[src/rtl/vga_scan_timing.sv]
// Raster scan generator for the analogue clock display: pixel counters, frame-aligned
// redraw square wave, and sync/display-enable delayed to line up with the renderer's pixel.
module vga_scan_timing #(
  parameter int H_ACTIVE        = 640,
  parameter int H_FP            = 16,
  parameter int H_SYNC          = 96,
  parameter int H_BP            = 48,
  parameter int V_ACTIVE        = 480,
  parameter int V_FP            = 10,
  parameter int V_SYNC          = 2,
  parameter int V_BP            = 33,
  parameter int SYNC_POL        = 0,
  parameter int CLK_DIV         = 1,
  parameter int PIX_LATENCY     = 1,
  parameter int FRAMES_PER_TICK = 60
) (
  input  logic       clk,
  input  logic       reset,
  input  logic       enable,
  input  logic       pixel_in,
  output logic [9:0] horizCounter,
  output logic [9:0] vertCounter,
  output logic       slow_clk,
  output logic       frame_start,
  output logic       hsync,
  output logic       vsync,
  output logic       de,
  output logic       vga_px
);

  localparam int H_TOTAL = H_ACTIVE + H_FP + H_SYNC + H_BP;
  localparam int V_TOTAL = V_ACTIVE + V_FP + V_SYNC + V_BP;
  localparam int DIV_W   = (CLK_DIV > 1) ? $clog2(CLK_DIV) : 1;
  localparam int FRM_W   = $clog2(FRAMES_PER_TICK);

  localparam logic [9:0]       H_LAST   = 10'(H_TOTAL - 1);
  localparam logic [9:0]       V_LAST   = 10'(V_TOTAL - 1);
  localparam logic [9:0]       H_VIS    = 10'(H_ACTIVE);
  localparam logic [9:0]       V_VIS    = 10'(V_ACTIVE);
  localparam logic [9:0]       HS_START = 10'(H_ACTIVE + H_FP);
  localparam logic [9:0]       HS_END   = 10'(H_ACTIVE + H_FP + H_SYNC);
  localparam logic [9:0]       VS_START = 10'(V_ACTIVE + V_FP);
  localparam logic [9:0]       VS_END   = 10'(V_ACTIVE + V_FP + V_SYNC);
  localparam logic [DIV_W-1:0] DIV_LAST = DIV_W'(CLK_DIV - 1);
  localparam logic [FRM_W-1:0] FRM_LAST = FRM_W'(FRAMES_PER_TICK - 1);
  localparam logic [FRM_W-1:0] FRM_HALF = FRM_W'(FRAMES_PER_TICK / 2);

  logic [DIV_W-1:0] div_cnt_reg;
  logic [9:0]       h_reg;
  logic [9:0]       v_reg;
  logic [FRM_W-1:0] frame_cnt_reg;
  logic             frame_start_reg;
  logic             slow_clk_reg;
  logic [2:0]       dly_reg [PIX_LATENCY];

  logic       pix_en;
  logic       h_last;
  logic       v_last;
  logic       frame_wrap;
  logic [2:0] raw_decode;
  logic [2:0] dly_out;

  assign pix_en     = enable && (div_cnt_reg == DIV_LAST);
  assign h_last     = (h_reg == H_LAST);
  assign v_last     = (v_reg == V_LAST);
  assign frame_wrap = pix_en && h_last && v_last;

  always_ff @(posedge clk or posedge reset) begin
    if (reset) begin
      div_cnt_reg <= '0;
    end else if (enable) begin
      div_cnt_reg <= (div_cnt_reg == DIV_LAST) ? '0 : div_cnt_reg + 1'b1;
    end
  end

  always_ff @(posedge clk or posedge reset) begin
    if (reset) begin
      h_reg <= '0;
      v_reg <= '0;
    end else if (pix_en) begin
      if (h_last) begin
        h_reg <= '0;
        v_reg <= v_last ? '0 : v_reg + 1'b1;
      end else begin
        h_reg <= h_reg + 1'b1;
      end
    end
  end

  // slow_clk samples the pre-increment frame count so the first frame after reset drives it high.
  always_ff @(posedge clk or posedge reset) begin
    if (reset) begin
      frame_cnt_reg   <= '0;
      frame_start_reg <= 1'b0;
      slow_clk_reg    <= 1'b0;
    end else begin
      frame_start_reg <= frame_wrap;
      if (frame_wrap) begin
        frame_cnt_reg <= (frame_cnt_reg == FRM_LAST) ? '0 : frame_cnt_reg + 1'b1;
        slow_clk_reg  <= (frame_cnt_reg < FRM_HALF);
      end
    end
  end

  assign raw_decode = {(h_reg >= HS_START) && (h_reg < HS_END),
                       (v_reg >= VS_START) && (v_reg < VS_END),
                       (h_reg < H_VIS) && (v_reg < V_VIS)};

  // Shifts every clk so the decode stays aligned with the renderer even while the scan is frozen.
  always_ff @(posedge clk or posedge reset) begin
    if (reset) begin
      for (int i = 0; i < PIX_LATENCY; i++) dly_reg[i] <= '0;
    end else begin
      dly_reg[0] <= raw_decode;
      for (int i = 1; i < PIX_LATENCY; i++) dly_reg[i] <= dly_reg[i-1];
    end
  end

  assign dly_out      = dly_reg[PIX_LATENCY-1];
  assign horizCounter = h_reg;
  assign vertCounter  = v_reg;
  assign frame_start  = frame_start_reg;
  assign slow_clk     = slow_clk_reg;
  assign hsync        = (SYNC_POL != 0) ? dly_out[2] : ~dly_out[2];
  assign vsync        = (SYNC_POL != 0) ? dly_out[1] : ~dly_out[1];
  assign de           = dly_out[0];
  assign vga_px       = pixel_in & dly_out[0];

endmodule

[config.mk]
export PLATFORM = sky130hd
export DESIGN_NAME = vga_scan_timing
export DESIGN_NICKNAME = d
export VERILOG_FILES = /design/src/rtl/vga_scan_timing.sv
export SDC_FILE = /design/constraint.sdc
export NUM_CORES = 1
export LEC_CHECK = 0
export ABC_AREA = 0
export CAP_MARGIN = 20
export CORE_ASPECT_RATIO = 0.5
export CORE_UTILIZATION = 37
export DETAILED_ROUTE_END_ITERATION = 16
export PLACE_DENSITY_LB_ADDON = 0.12
export SLEW_MARGIN = 10
export SYNTH_ARGS = -nofsm -noshare
export SYNTH_HDL_FRONTEND = slang
export SYNTH_SLANG_ARGS = --single-unit
[constraint.sdc]
create_clock -name clk -period 2.51 [get_ports clk]
set_clock_uncertainty 0.15 [all_clocks]
set_input_delay 0.6275 -clock clk [delete_from_list [all_inputs] [get_ports clk]]
set_output_delay 0.6275 -clock clk [all_outputs]
set_load 0.005 [all_outputs]
==> Word level (Yosys, flattened, before mapping) <==
Cells that the tools add are included.
{ "op_classes": {"add_sub_neg": 4, "n_lt_le_gt_ge": 7, "eq_ne": 3, "n_mux": 4, "bitwise_logic": 4, "reduce_logical": 7} }
{ "op_table": {"columns": ["operator", "count"], "rows": [
  ["adder 10 x 1 -> 10 bit, second input constant", 2],
  ["equality test 10 bit, second input constant", 2],
  ["< comparator 10 bit, second input constant", 2],
  ["< comparator 10 x 9 -> 1 bit, second input constant", 2],
  ["two-way mux 10 bit", 2],
  ["greater-or-equal comparator 10 bit, second input constant", 1],
  ["greater-or-equal comparator 10 x 9 -> 1 bit, second input constant", 1],
  ["adder 6 x 1 -> 6 bit, second input constant", 1],
  ["equality test 6 bit, second input constant", 1],
  ["logical AND 1 bit", 6],
  ["< comparator 6 x 5 -> 1 bit, second input constant", 1],
  ["two-way mux 6 bit", 1],
  ["inverter 1 bit", 3],
  ["AND reduction 2 bit", 1],
  ["adder 1 bit, second input constant", 1],
  ["bitwise AND 1 bit", 1],
  ["two-way mux 1 bit", 1]
]} }
{ "totals": {"regBits": 32, "inputBits": 4, "output_inout_bits": 26, "word_cells": 36} }

==> Logic depth before layout (Yosys ltp) <==
Gate-level depths: netlist (run 1).
{ "logic_depth": {"word_depth": 4, "depth_mapped": 7, "mapped_depth_nobuf": 7} }

==> Worst setup path after synthesis (run 1) <==
No wires, ideal clock.
{ "synth_timing": {"kind": "reg-to-reg", "start": "register h_reg[6], in the netlist horizCounter[6]", "end": "register frame_cnt_reg[1]", "setup_time_ps": 125, "t_arrival_ps": 2157, "required_time_ps": 2235, "slack_ps": 78, "path_stages_with_launch": 8, "path_buffers": 2, "synth_period_minus_slack_ps": 2432, "cell_sequence": "dfrtp_1 > or4b_1 > clkbuf_2 > or3_1 > buf_6 > or2_4 > inv_4 > mux2_4"} }
{ "synth_between": {"elab_chain_len": 3} }
{ "synth_rtl": {"columns": ["item", "line_no", "text"], "rows": [
  ["from (decl)", "49", "logic [9:0] h_reg;"],
  ["from (signal assigned)", "85", "h_reg <= h_reg + 1'b1;"],
  ["equality test 10 bit", "64", "assign h_last = (h_reg == H_LAST);"],
  ["logical AND 1 bit (2 in series)", "66", "assign frame_wrap = pix_en && h_last && v_last;"],
  ["named net frame_wrap", "59", "logic frame_wrap;"],
  ["to (signal assigned)", "99", "frame_cnt_reg <= (frame_cnt_reg == FRM_LAST) ? '0 : frame_cnt_reg + 1'b1;"],
  ["to (decl)", "51", "logic [FRM_W-1:0] frame_cnt_reg;"]
]} }
The timed path passes the listed nets, and every way through them passes these cells.
A chain may end at the register's enable or synchronous reset.

==> Final worst setup path (run 1) <==
{ "layout_timing": {"start": "input pixel_in", "end": "output vga_px"} }
{ "layout_between": {"elab_chain_len": 1} }
{ "layout_rtl": {"columns": ["item", "line_no", "text"], "rows": [
  ["from (decl)", "20", "input logic pixel_in,"],
  ["bitwise AND 1 bit", "127", "assign vga_px = pixel_in & dly_out[0];"],
  ["to (decl)", "28", "output logic vga_px"]
]} }
Every way passes these cells.

==> results_dict.tcl, run 1 <==
set metrics [dict create \
    synthCells 159 \
    grt_antenna_before_repair 0 \
    synth_ff_type "dfrtp_1" \
    timing.reg2reg.setup_slack_ns 0.21 \
    worstReg2RegEnd "frame_cnt_reg[2]$_DFFE_PP0P_" \
    grt_pass1_vias 1355 \
    track_usage_pct 18.5 \
    cts_resized 0 \
    cp-start-kind "primary input" \
    drt_wl_total_microns 3780 \
    worstHoldPathCells 2 \
    p_per_area_nw_per_um2 772 \
    synth_edf_count 0 \
    synth-async-reset-ratio_pct 100 \
    worstPathRequired_ns 1.73 \
    setup_slack_ns 0.0482 \
    clock_sinks 31 \
    port_buffers 29 \
    slew_headroom_pct 73.4 \
    clock_latency_ns 0.28 \
    finalCriticalPeriod_ns 2.46 \
    final_area_sq_um 2180 \
    yosys_warnings 0 \
    setup-violations-final 0 \
    via_per_inst 5.17 \
    ys_seq_area_share_pct 48.6 \
    worst_slew_pin_slew_ns 0.399 \
    holdCritPathClass "reg2reg" \
    drc_errors 0 \
    place_area_sq_um 2080 \
    dp_slack_ns -0.138 \
    htree_levels 2 \
    cts-root-buf "clkbuf_8" \
    power.total_mw 1.69 \
    ant_nets 0 \
    whs_endpoint "slow_clk$_DFFE_PP0P_" \
    rsz0062_at_grt "false" \
    max_freq_mhz 406 \
    num_rows 16 \
    hold_start "slow_clk$_DFFE_PP0P_" \
    cts_buffers 5 \
    drive_gt1_share_pct 16.0 \
    multiInputGateArea_sq_um 741 \
    start_util_pct 39.6 \
    gp_congestion 0.774 \
    num_io_pins 30 \
    post-route-util_pct 54.3 \
    r2r-start "horizCounter[6]$_DFFE_PP0P_" \
    cts_tree "done" \
    layout.nets 221 \
    seqCellArea_sq_um 776 \
    syn_area_per_cell_sq_um 10.0 \
    n_fill_cell 380 \
    syn_nets 169 \
    die_h_microns 48.4 \
    grt_max_degree 32 \
    final_common_cell "dfrtp_1" \
    coreArea_sq_um 4020 \
    area_delta_synth_final_pct 36.9 \
    setup-tns-final_ns 0 \
    die_area_sq_um 4590 \
    cp_max_fo 1 \
    cp.arrival_ns 1.68 \
    path_class "in2out" \
    ctsLongestPathBuffers 2 \
    postCtsSetupRepairBufs 0 \
    power_leakage_nw 0.997 \
    period_share_pct 98.1 \
    drt_iter0_drc 27 \
    place_hpwl_microns 2760 \
    grt_overflow_total 0 \
    cts_hold_buf 0 \
    wire_per_inst_microns 14.2 \
    die_w_microns 94.9 \
    setup.worst_path.end_class "output port" \
    grt_pass1_wl_microns 6420 \
    final_cell_mix "dfrtp_1 (31), clkdlybuf4s50_1 (29), buf_4 (21), inv_1 (12), nand3_1 (11)" \
    finalMaxSlewViolations 0 \
    cap_violations 0 \
    yosysUniqueCellTypes 39 \
    drt_first_pass_iters 4 \
    synth_seq_cells 31 \
    outcome "completed" \
    num_vias 1375 \
    n_antenna_cell 0 \
    rr_worst_depth 4 \
    peakVddDrop_mv 0.385 \
    synth_area_sq_um 1600 \
    clk_pin_slew_ns 0.06 \
    finalHoldViolations 0 \
]
==> synthesized netlist by cell type, types with 2 or more instances <==
cell type / number / share of area [%]
nor3_1: 6 / 1.9
o31ai_1: 2 / 0.94
clkbuf_1: 3 / 0.71
dfrtp_1: 31 / 49
xnor2_1: 10 / 5.5
nor2_1: 10 / 2.4
and4_1: 2 / 1.1
or3_1: 3 / 1.2
nand4_1: 4 / 1.6
o211ai_1: 2 / 0.94
ha_1: 6 / 4.7
nand3_1: 11 / 3.5
o21ai_0: 10 / 3.1
xor2_1: 3 / 1.6
a21oi_1: 2 / 0.63
and2_1: 4 / 1.6
nor4_1: 6 / 2.4
and3_1: 5 / 2.0
inv_1: 12 / 2.8
nor4b_1: 2 / 1.1
nand2_1: 7 / 1.6
==> layer usage <==
layer	global-route usage, %	up-vias	wire [microns]
met3	5.82	2	164
met2	28.4	27	1680
met1	25.4	679	1930
met5	0	-	0
li1	-	667	-
met4	4.80	0	11
==> worst max path at each step <==
stage	startpoint	to	slack [ns]	cells after the start
2_1_floorplan	horizCounter[6]$_DFFE_PP0P_	frame_cnt_reg[1]$_DFFE_PP0P_	0.08	7
3_3_place_gp	enable	frame_cnt_reg[1]$_DFFE_PP0P_	-0.07	6
3_5_place_dp	enable	frame_cnt_reg[2]$_DFFE_PP0P_	-0.14	5
4_1_cts	pixel_in	vga_px	0.04	3
5_1_grt	pixel_in	vga_px	0.02	3
6_report	pixel_in	vga_px	0.05	3
==> cell families after synthesis <==
family,Yosys count,synth area share [%]
and+or+nand+nor,65,22.9
DFF,31,48.6
AOI/OAI and AO/OA,23,9.41
buffers and inverters,18,4.94
xor gates and xnor gates,13,7.14
adders and majority gates,6,4.71
muxes,3,2.27
==> stage by stage <==
stage | cells | hold slack, ns
final | 266 | 0.359
after global routing | 266 | 0.395
after CTS | 266 | 0.375
after detailed placement | 258 | 0.360
after global placement | 258 | 0.354
after floorplan | 159 | 0.338
==> power breakdown <==
group / leakage [nW] / switching [mW] / internal (mW)
registers: 0.408 / 0.0537 / 0.577
logic: 0.538 / 0.303 / 0.318
clock network: 0.0515 / 0.184 / 0.250
==> critical path, stage by stage <==
cell and delay [ns]:
clkdlybuf4s50_1 0.45, and2_1 0.11, clkdlybuf4s50_1 0.49
==> cell type report <==
cell class / instances / share of cell area [%]
Multi-Input combinational cell: 110 / 33.9
Clock buffer: 8 / 4.58
Timing Repair Buffer: 50 / 20.5
Inverter: 13 / 2.35
Tap cell: 54 / 3.09
Sequential cell: 31 / 35.5
Power figures use the tool's default switching activity.
==> inputs of run 2 (changes only) <==
==> constraint.sdc (replaced) <==
create_clock -name clk -period 2.2 [get_ports clk]
set_clock_uncertainty 0.15 [all_clocks]
set_input_delay 0.55 -clock clk [delete_from_list [all_inputs] [get_ports clk]]
set_output_delay 0.55 -clock clk [all_outputs]
set_load 0.005 [all_outputs]
==> results_dict.tcl, run 2 (synthesis results as in run 1) <==
set metrics [dict create \
    power.total_mw 2.04 \
    worst_slew_pin_slew_ns 0.396 \
    n_antenna_cell 0 \
    die_h_microns 48.4 \
    place_hpwl_microns 2700 \
    drt_first_pass_iters 4 \
    p_per_area_nw_per_um2 882 \
    drt_wl_total_microns 3680 \
    drive_gt1_share_pct 22.4 \
    drt_iter0_drc 70 \
    htree_levels 2 \
    path_class "reg2reg" \
    period_share_pct 99.2 \
    grt_max_degree 32 \
    via_per_inst 4.91 \
    layout.cells.non_filler 273 \
    cp-start-kind "register" \
    slew_headroom_pct 73.6 \
    worstHoldPathCells 2 \
    drc_errors 0 \
    setup_slack_ns 0.0170 \
    holdCritPathClass "reg2reg" \
    place_area_sq_um 2130 \
    final_common_cell "dfrtp_1" \
    worstPathRequired_ns 2.22 \
    ant_nets 0 \
    port_buffers 29 \
    start_util_pct 39.6 \
    finalMaxSlewViolations 0 \
    post-route-util_pct 57.5 \
    cp_max_fo 4 \
    rsz0062_at_grt "true" \
    finalCriticalPeriod_ns 2.18 \
    cts_hold_buf 0 \
    final_cell_mix "dfrtp_1 (31), clkdlybuf4s50_1 (28), buf_4 (28), inv_1 (12), nand3_1 (11)" \
    cts_buffers 5 \
    die_w_microns 94.9 \
    cp.arrival_ns 2.20 \
    worstReg2RegEnd "frame_cnt_reg[1]$_DFFE_PP0P_" \
    setup.worst_path.end_class "register" \
    num_rows 16 \
    dp_slack_ns -0.286 \
    cap_violations 0 \
    coreArea_sq_um 4020 \
    clk_pin_slew_ns 0.07 \
    grt_pass1_wl_microns 6190 \
    whs_endpoint "slow_clk$_DFFE_PP0P_" \
    num_io_pins 30 \
    die_area_sq_um 4590 \
    r2r-start "horizCounter[6]$_DFFE_PP0P_" \
    wire_per_inst_microns 13.5 \
    gp_congestion 0.829 \
    grt_antenna_before_repair 0 \
    final_area_sq_um 2310 \
    clock_sinks 31 \
    power_leakage_nw 1.05 \
    num_vias 1341 \
    layout.nets 228 \
    peakVddDrop_mv 0.446 \
    cts_tree "done" \
    ctsLongestPathBuffers 2 \
    cts-root-buf "clkbuf_8" \
    n_fill_cell 372 \
    setup-violations-final 0 \
    timing.reg2reg.setup_slack_ns 0.02 \
    max_freq_mhz 458 \
    finalHoldViolations 0 \
    rr_worst_depth 5 \
    area_delta_synth_final_pct 45.1 \
    track_usage_pct 17.9 \
    placed_cells 264 \
    outcome "completed" \
    grt_pass1_vias 1261 \
    hold_start "slow_clk$_DFFE_PP0P_" \
    grt_overflow_total 0 \
    clock_latency_ns 0.29 \
]
==> run 2: routing by layer <==
metal / routed length (microns) / GRT usage (%)
met4: 44 / 4.55
met5: 0 / 0
met2: 1390 / 22.9
met1: 2110 / 28.4
met3: 124 / 5.66
==> run 2: what timing repair did <==
| action | 4_1_cts | 5_1_grt |
|---|---|---|
| setup buffers | 0 | 1 |
| gates resized for setup | 4 | 8 |
| setup endpoints to repair | 8 | 6 |
| pin swaps | 0 | 1 |
==> run 2: metrics by stage <==
stage | hold WS, ns | setup TNS [ns]
4_1_cts | 0.384 | 0
6_report | 0.380 | 0
2_1_floorplan | 0.339 | -0.447
3_5_place_dp | 0.360 | -2.71
5_1_grt | 0.427 | -0.117
3_3_place_gp | 0.346 | -2.66
==> run 2: critical path: stages, from the launching register on <==
cell,delay [ns]
dfrtp_1,0.38
or4b_4,0.56
or3_4,0.38
or2_4,0.26
inv_4,0.06
mux2_4,0.28
==> run 2: how the worst max path moves through the flow <==
stage                                    to                         from  cells past startpoint
6_report       frame_cnt_reg[1]$_DFFE_PP0P_  horizCounter[6]$_DFFE_PP0P_                      5
5_1_grt        frame_cnt_reg[1]$_DFFE_PP0P_  horizCounter[6]$_DFFE_PP0P_                      5
4_1_cts        frame_cnt_reg[1]$_DFFE_PP0P_  horizCounter[6]$_DFFE_PP0P_                      5
3_5_place_dp   frame_cnt_reg[2]$_DFFE_PP0P_                       enable                      5
3_3_place_gp   frame_cnt_reg[2]$_DFFE_PP0P_                       enable                      5
2_1_floorplan  frame_cnt_reg[1]$_DFFE_PP0P_  horizCounter[6]$_DFFE_PP0P_                      7
==> run 2: cell type report <==
cell class | count | area [sq um] | area share (%)
multi-input cells | 110 | 803 | 34.7
flip-flops and latches | 31 | 776 | 33.5
repair buffers | 57 | 499 | 21.6
clock buffers | 6 | 82.6 | 3.57
well taps | 54 | 67.6 | 2.92
inverters | 13 | 51.3 | 2.22
clock inverters | 2 | 35.0 | 1.51
==> run 2: power breakdown <==
group / switching (mW) / internal [mW] / leakage [nW]
logic: 0.345 / 0.393 / 0.582
clock network: 0.220 / 0.366 / 0.0612
registers: 0.0595 / 0.658 / 0.408
